--- config.mk ---
export PLATFORM = sky130hd
export DESIGN_NAME = vec_mul_seq
export DESIGN_NICKNAME = d
export VERILOG_FILES = /design/src/rtl/vec_pkg.sv /design/src/rtl/lane_mac.sv /design/src/rtl/vec_mul_seq.sv
export SDC_FILE = /design/constraint.sdc
export NUM_CORES = 2
export LEC_CHECK = 0
export BUFFER_PORTS_ARGS = -buffer_cell sky130_fd_sc_hd__buf_2
export CAP_MARGIN = 20
export CORE_MARGIN = 3
export CORE_UTILIZATION = 45
export DETAILED_ROUTE_END_ITERATION = 7
export HOLD_SLACK_MARGIN = 0.12
export PLACE_DENSITY = 0.72
export SLEW_MARGIN = 10
export SYNTH_ARGS = -nofsm -noshare
export SYNTH_HDL_FRONTEND = slang
export SYNTH_HIERARCHICAL = 1
export SYNTH_SLANG_ARGS = --single-unit
--- constraint.sdc ---
create_clock -name clk -period 13.24 [get_ports clk]
set_input_delay 0.662 -clock clk [delete_from_list [all_inputs] [get_ports clk]]
set_output_delay 0.662 -clock clk [all_outputs]
set_load 0.02 [all_outputs]
--- src/rtl/vec_pkg.sv ---
// Shared definitions for the vector execute-stage helpers: opcodes, lane geometry, FSM encoding.
// VMUL_SAT_EN selects saturating lane arithmetic; the package helper below serves that build.
package vec_pkg;

  localparam int unsigned LANES  = 16;
  localparam int unsigned LANE_W = 16;
  localparam int unsigned CNT_W  = $clog2(LANES);
  localparam int unsigned VEC_W  = LANES * LANE_W;

  localparam logic [3:0] VADD = 4'b0000;
  localparam logic [3:0] VDOT = 4'b0001;
  localparam logic [3:0] SMUL = 4'b0010;
  localparam logic [3:0] SST  = 4'b0011;
  localparam logic [3:0] VLD  = 4'b0100;
  localparam logic [3:0] VST  = 4'b0101;
  localparam logic [3:0] SLL  = 4'b0110;
  localparam logic [3:0] SLH  = 4'b0111;
  localparam logic [3:0] NOP  = 4'b1111;

  typedef enum logic [1:0] {
    IDLE = 2'b00,
    RUN  = 2'b01,
    DONE = 2'b10
  } state_t;

  localparam logic signed [2*LANE_W-1:0] SAT_HI = 32'sd32767;
  localparam logic signed [2*LANE_W-1:0] SAT_LO = -32'sd32768;

  // Clamp a widened signed value into one signed lane.
  function automatic logic [LANE_W-1:0] sat_lane(input logic signed [2*LANE_W-1:0] v);
    logic [LANE_W-1:0] r;
    if (v > SAT_HI) begin
      r = 16'h7fff;
    end else if (v < SAT_LO) begin
      r = 16'h8000;
    end else begin
      r = v[LANE_W-1:0];
    end
    return r;
  endfunction

endpackage

--- src/rtl/lane_mac.sv ---
// Single signed 16x16 multiply with optional accumulate, shared across all lanes.
// VMUL_SAT_EN: clamp the product and the accumulate step; otherwise wrap mod 2^16.
module lane_mac
  import vec_pkg::*;
(
  input  logic signed [LANE_W-1:0] a,
  input  logic signed [LANE_W-1:0] b,
  input  logic signed [LANE_W-1:0] acc_in,
  input  logic                     sel_acc,
  output logic        [LANE_W-1:0] y
);

`ifdef VMUL_SAT_EN
  logic signed [2*LANE_W-1:0] prod;
  logic signed [2*LANE_W-1:0] sum;
  logic signed [LANE_W-1:0]   prod_c;

  always_comb begin
    prod   = (2*LANE_W)'(a) * (2*LANE_W)'(b);
    prod_c = sat_lane(prod);
    if (sel_acc) begin
      sum = (2*LANE_W)'(prod_c) + (2*LANE_W)'(acc_in);
    end else begin
      sum = (2*LANE_W)'(prod_c);
    end
    y = sat_lane(sum);
  end
`else
  logic signed [LANE_W-1:0] prod_c;

  // Lane-width context keeps only the low half of the signed product.
  always_comb begin
    prod_c = a * b;
    if (sel_acc) begin
      y = prod_c + acc_in;
    end else begin
      y = prod_c;
    end
  end
`endif

endmodule

--- src/rtl/vec_mul_seq.sv ---
// Multi-cycle VDOT/SMUL sequencer: one shared MAC stepped over all lanes, valid/ready on both sides.
// Arithmetic mode follows VMUL_SAT_EN through lane_mac; timing is the same in both builds.
module vec_mul_seq
  import vec_pkg::*;
(
  input  logic               clk,
  input  logic               rst,
  input  logic               in_valid,
  output logic               in_ready,
  input  logic [3:0]         opcode,
  input  logic [VEC_W-1:0]   op_1,
  input  logic [VEC_W-1:0]   op_2,
  output logic               out_valid,
  input  logic               out_ready,
  output logic [VEC_W-1:0]   result,
  output logic               err,
  output logic               busy
);

  state_t              state_q;
  logic [CNT_W-1:0]    cnt_q;
  logic [3:0]          opc_q;
  logic [VEC_W-1:0]    op1_q;
  logic [VEC_W-1:0]    op2_q;
  logic [LANE_W-1:0]   acc_q;
  logic [VEC_W-1:0]    result_q;
  logic                err_q;
  logic                in_ready_q;
  logic                out_valid_q;
  logic                busy_q;

  int unsigned         base;
  logic                is_vdot;
  logic                is_smul;
  logic                last_lane;
  logic [LANE_W-1:0]   mac_a;
  logic [LANE_W-1:0]   mac_b;
  logic [LANE_W-1:0]   mac_y;
  logic [VEC_W-1:0]    smul_vec;

  always_comb begin
    base      = LANE_W * 32'(cnt_q);
    is_vdot   = (opc_q == VDOT);
    is_smul   = (opc_q == SMUL);
    last_lane = (cnt_q == CNT_W'(LANES - 1));
    mac_b     = op2_q[base +: LANE_W];
    mac_a     = is_smul ? op1_q[LANE_W-1:0] : op1_q[base +: LANE_W];
  end

  lane_mac u_lane_mac (
    .a       (mac_a),
    .b       (mac_b),
    .acc_in  (acc_q),
    .sel_acc (is_vdot),
    .y       (mac_y)
  );

  // SMUL products overwrite op2 lanes in place; each op2 lane is read only once, at its own step.
  always_comb begin
    smul_vec               = op2_q;
    smul_vec[base +: LANE_W] = mac_y;
  end

  always_ff @(posedge clk) begin
    if (rst) begin
      state_q     <= IDLE;
      cnt_q       <= '0;
      opc_q       <= '0;
      op1_q       <= '0;
      op2_q       <= '0;
      acc_q       <= '0;
      result_q    <= '0;
      err_q       <= 1'b0;
      in_ready_q  <= 1'b1;
      out_valid_q <= 1'b0;
      busy_q      <= 1'b0;
    end else begin
      unique case (state_q)
        IDLE: begin
          if (in_valid) begin
            opc_q      <= opcode;
            op1_q      <= op_1;
            op2_q      <= op_2;
            cnt_q      <= '0;
            acc_q      <= '0;
            in_ready_q <= 1'b0;
            busy_q     <= 1'b1;
            if (opcode == VDOT || opcode == SMUL) begin
              state_q <= RUN;
            end else begin
              state_q     <= DONE;
              result_q    <= '0;
              err_q       <= 1'b1;
              out_valid_q <= 1'b1;
            end
          end
        end
        RUN: begin
          cnt_q <= cnt_q + 1'b1;
          if (is_vdot) begin
            acc_q <= mac_y;
          end else begin
            op2_q <= smul_vec;
          end
          if (last_lane) begin
            state_q     <= DONE;
            out_valid_q <= 1'b1;
            err_q       <= 1'b0;
            result_q    <= is_vdot ? {{(VEC_W-LANE_W){1'b0}}, mac_y} : smul_vec;
          end
        end
        DONE: begin
          if (out_ready) begin
            state_q     <= IDLE;
            out_valid_q <= 1'b0;
            busy_q      <= 1'b0;
            in_ready_q  <= 1'b1;
          end
        end
        default: begin
          state_q     <= IDLE;
          out_valid_q <= 1'b0;
          busy_q      <= 1'b0;
          in_ready_q  <= 1'b1;
        end
      endcase
    end
  end

  assign in_ready  = in_ready_q;
  assign out_valid = out_valid_q;
  assign busy      = busy_q;
  assign result    = result_q;
  assign err       = err_q;

endmodule

==> reports/metrics.cfg <==
[power]
p_per_area_mw_per_mm2 = 129
ir_drop_uv = 89.5
leakage_nw = 19.5

[grt]
grt_max_degree = 259
grt_pass1_wl_mm = 254
antenna_found_initial = 21
grt_pass1_vias = 37700
grt-ovfl-total = 0
grt_usage_pct = 36.0

[floorplanning]
die_w_um = 308
initial_core_util_pct = 45.5
coreArea_mm2 = 0.0904
row_count = 110
io_pins = 780
dieArea_mm2 = 0.0952
fp.dieH_um = 308

[synth]
ys_seq_area_share_pct = 38.8
ys_warn_count = 6
synth_area_mm2 = 0.0412
syn_inst = 4599
synthArstFlopShare_pct = 0
synth_edf_count = 0
synth_largest_area_cell = dfxtp_1
yosysMostFrequentCell = dfxtp_1
synthDistinctLibCells = 77
synth_seq_cells = 798
synth.avg_cell_area_um2 = 8.95
synth_nets = 5282
netlist.area_leader.share_pct = 38.8
synth_flop_cell = dfxtp_1
yosys-top-cells-count = 798 x dfxtp_1, 738 x nand2_1, 523 x a21oi_1, 332 x clkbuf_1, 251 x o2bb2ai_1
yosys-top-cells-area = dfxtp_1 39%, mux4_2 7.7%, nand2_1 6.7%

[clock_tree]
cts-root-buf = clkbuf_16
cts_htree_levels = 3
clk_pin_slew_worst_paths_ps = 60
cts_tree = yes
clk-insertion-delay-late_ps = 680
cts_post_setup_buffers_inserted = 0
cts_hold_buf = 0
numCtsBuffers = 86
clock_path_buffers = 3
cts_num_sinks = 798
cts_resized = 0

[critical_path]
critPathSlowestCell = dfxtp_4
regToRegSetupSlack_ps = 2600
cp_common_cell = fa_1
startpoint = cnt_q[0]
cp-start-kind = register
cp.required_ps = 13840
end_kind = register
arrival_ps = 11240
reg2regPathDepth = 32
crit_fanout = 34
r2r-end = op2_q[47]
path_class = reg -> reg
endpoint = op2_q[47]
r2r-start = cnt_q[0]
slowest_delay_ps = 790

[hold_path]
hold_start = op_1[90]
hp-class = in -> reg

[timing]
fin_tns_setup_ps = 0
fin_skew_ps = 55.6
rsz0062_at_grt = false
worstMarginPinSlew_ps = 1310
max_freq_mhz = 94.0
min_period_ps = 10640
slew_headroom_pct = 12.9
setup_violations = 0
finalHoldViolations = 0
hold_slack_ps = 246
final_max_slew_viol_count = 0
post-route-period-util_pct = 80.3

[drt]
dr.pass1.iters = 8
met1_length_mm = 66.5
drtIter0Drc = 6299
ant_nets = 0
drt-total-wl_mm = 180
vias = 40300
routed-wl-met2_mm = 77.5
maxUsedRoutingLayer = met5
route.detailed.drc = 2
wl_met3_mm = 23.4
wl_per_cell_um = 28.4
routed_via_density = 6.37

[placed_design]
routabilityCongestion = 1.00
dp_hpwl_mm = 130
place_area_mm2 = 0.0452
port_buffers = 779

[finish]
fillerInstances = 8248
drive_gt1_share_pct = 22.9
nets = 5763
area_growth_syn_to_layout_pct = 17.2
fin_area_mm2 = 0.0482

[status]
violations = DRC
outcome = finished with violations

[run]
maxCapViolCount = 0

## registers in the layout, indices dropped and copies added, names as in the netlist, 2 cells and up
register and count:
op2_q 256, state_q 2, result 256, op1_q 256, opc_q 4, cnt_q 4, acc_q 16
## kinds of logic (layout without fill, tap and decap cells)
| logic type | Yosys count | in the layout | share of synthesized area [%] |
|---|---|---|---|
| AND/OR/NAND/NOR | 1451 | 1451 | 16.8 |
| AO/OA/AOI/OAI | 1259 | 1259 | 19.3 |
| flip-flops | 798 | 798 | 38.8 |
| buffers and inverters | 579 | 1127 | 5.97 |
| multiplexers | 292 | 292 | 11.4 |
| adder cells (fa/ha/maj) | 163 | 163 | 6.41 |
| XOR/XNOR | 57 | 57 | 1.30 |
| other | 0 | 11 | 0 |
## how the worst min path moves through the flow
stage / end / slack, ps / cells past startpoint
floorplan: op1_q[141] / 430 / 2
global placement: op1_q[63] / 440 / 2
detailed placement: result[177] / 440 / 1
CTS: op1_q[90] / 220 / 3
global route: op1_q[90] / 240 / 3
finish: op1_q[90] / 250 / 3
## power breakdown
group	switching [W]	internal, W
logic	0.000696	0.000361
clock network	0.00107	0.00144
registers	0.000149	0.00252
total	0.00191	0.00432
## layout make-up
cell class	count	area, um^2	area share (%)
diodes	11	27.5	0.0571
clock buffers	118	2480	5.15
clock inverters	37	430	0.892
inverters	133	502	1.04
multi-input cells	3222	22800	47.3
flip-flops and latches	798	16000	33.1
well taps	1176	1470	3.05
repair buffers	839	4500	9.33
## worst max-delay path, delay by kind of cell (launching register included)
kind | cells | cell delay (ps)
buffers and inverters | 5 | 840
AOI/OAI and AO/OA | 8 | 1640
adders and majority gates | 8 | 3760
muxes | 2 | 750
DFF | 1 | 790
xor gates and xnor gates | 2 | 980
and+or+nand+nor | 7 | 1650
## metrics by stage
step | util, % | setup slack [ps] | total power (W) | instances
6_report | 53.3 | 2600 | 0.00624 | 6334
2_1_floorplan | - | 4640 | 0.00328 | 4599
5_1_grt | 53.3 | 2040 | 0.00640 | 6327
3_3_place_gp | 50.0 | 2830 | 0.00372 | 6164
3_5_place_dp | 50.0 | 2780 | 0.00373 | 6166
4_1_cts | 53.3 | 2700 | 0.00620 | 6321
## per-layer routing
layer,GRT usage [%],up-vias
met3,10.4,583
met4,21.7,12
met5,0,-
met1,46.6,19500
met2,53.3,2772
li1,-,17500
## placed cells by master (no fill, tap or decap), types with 125 or more instances in the layout
master,n
dfxtp_1,796
buf_2,778
nand2_1,737
a21oi_1,521
o2bb2ai_1,251
nor2_1,235
mux4_2,140
mux2i_1,140
a31oi_1,132
inv_1,130
nor4b_1,128
o21ai_0,125
Power figures use the tool's default switching activity.
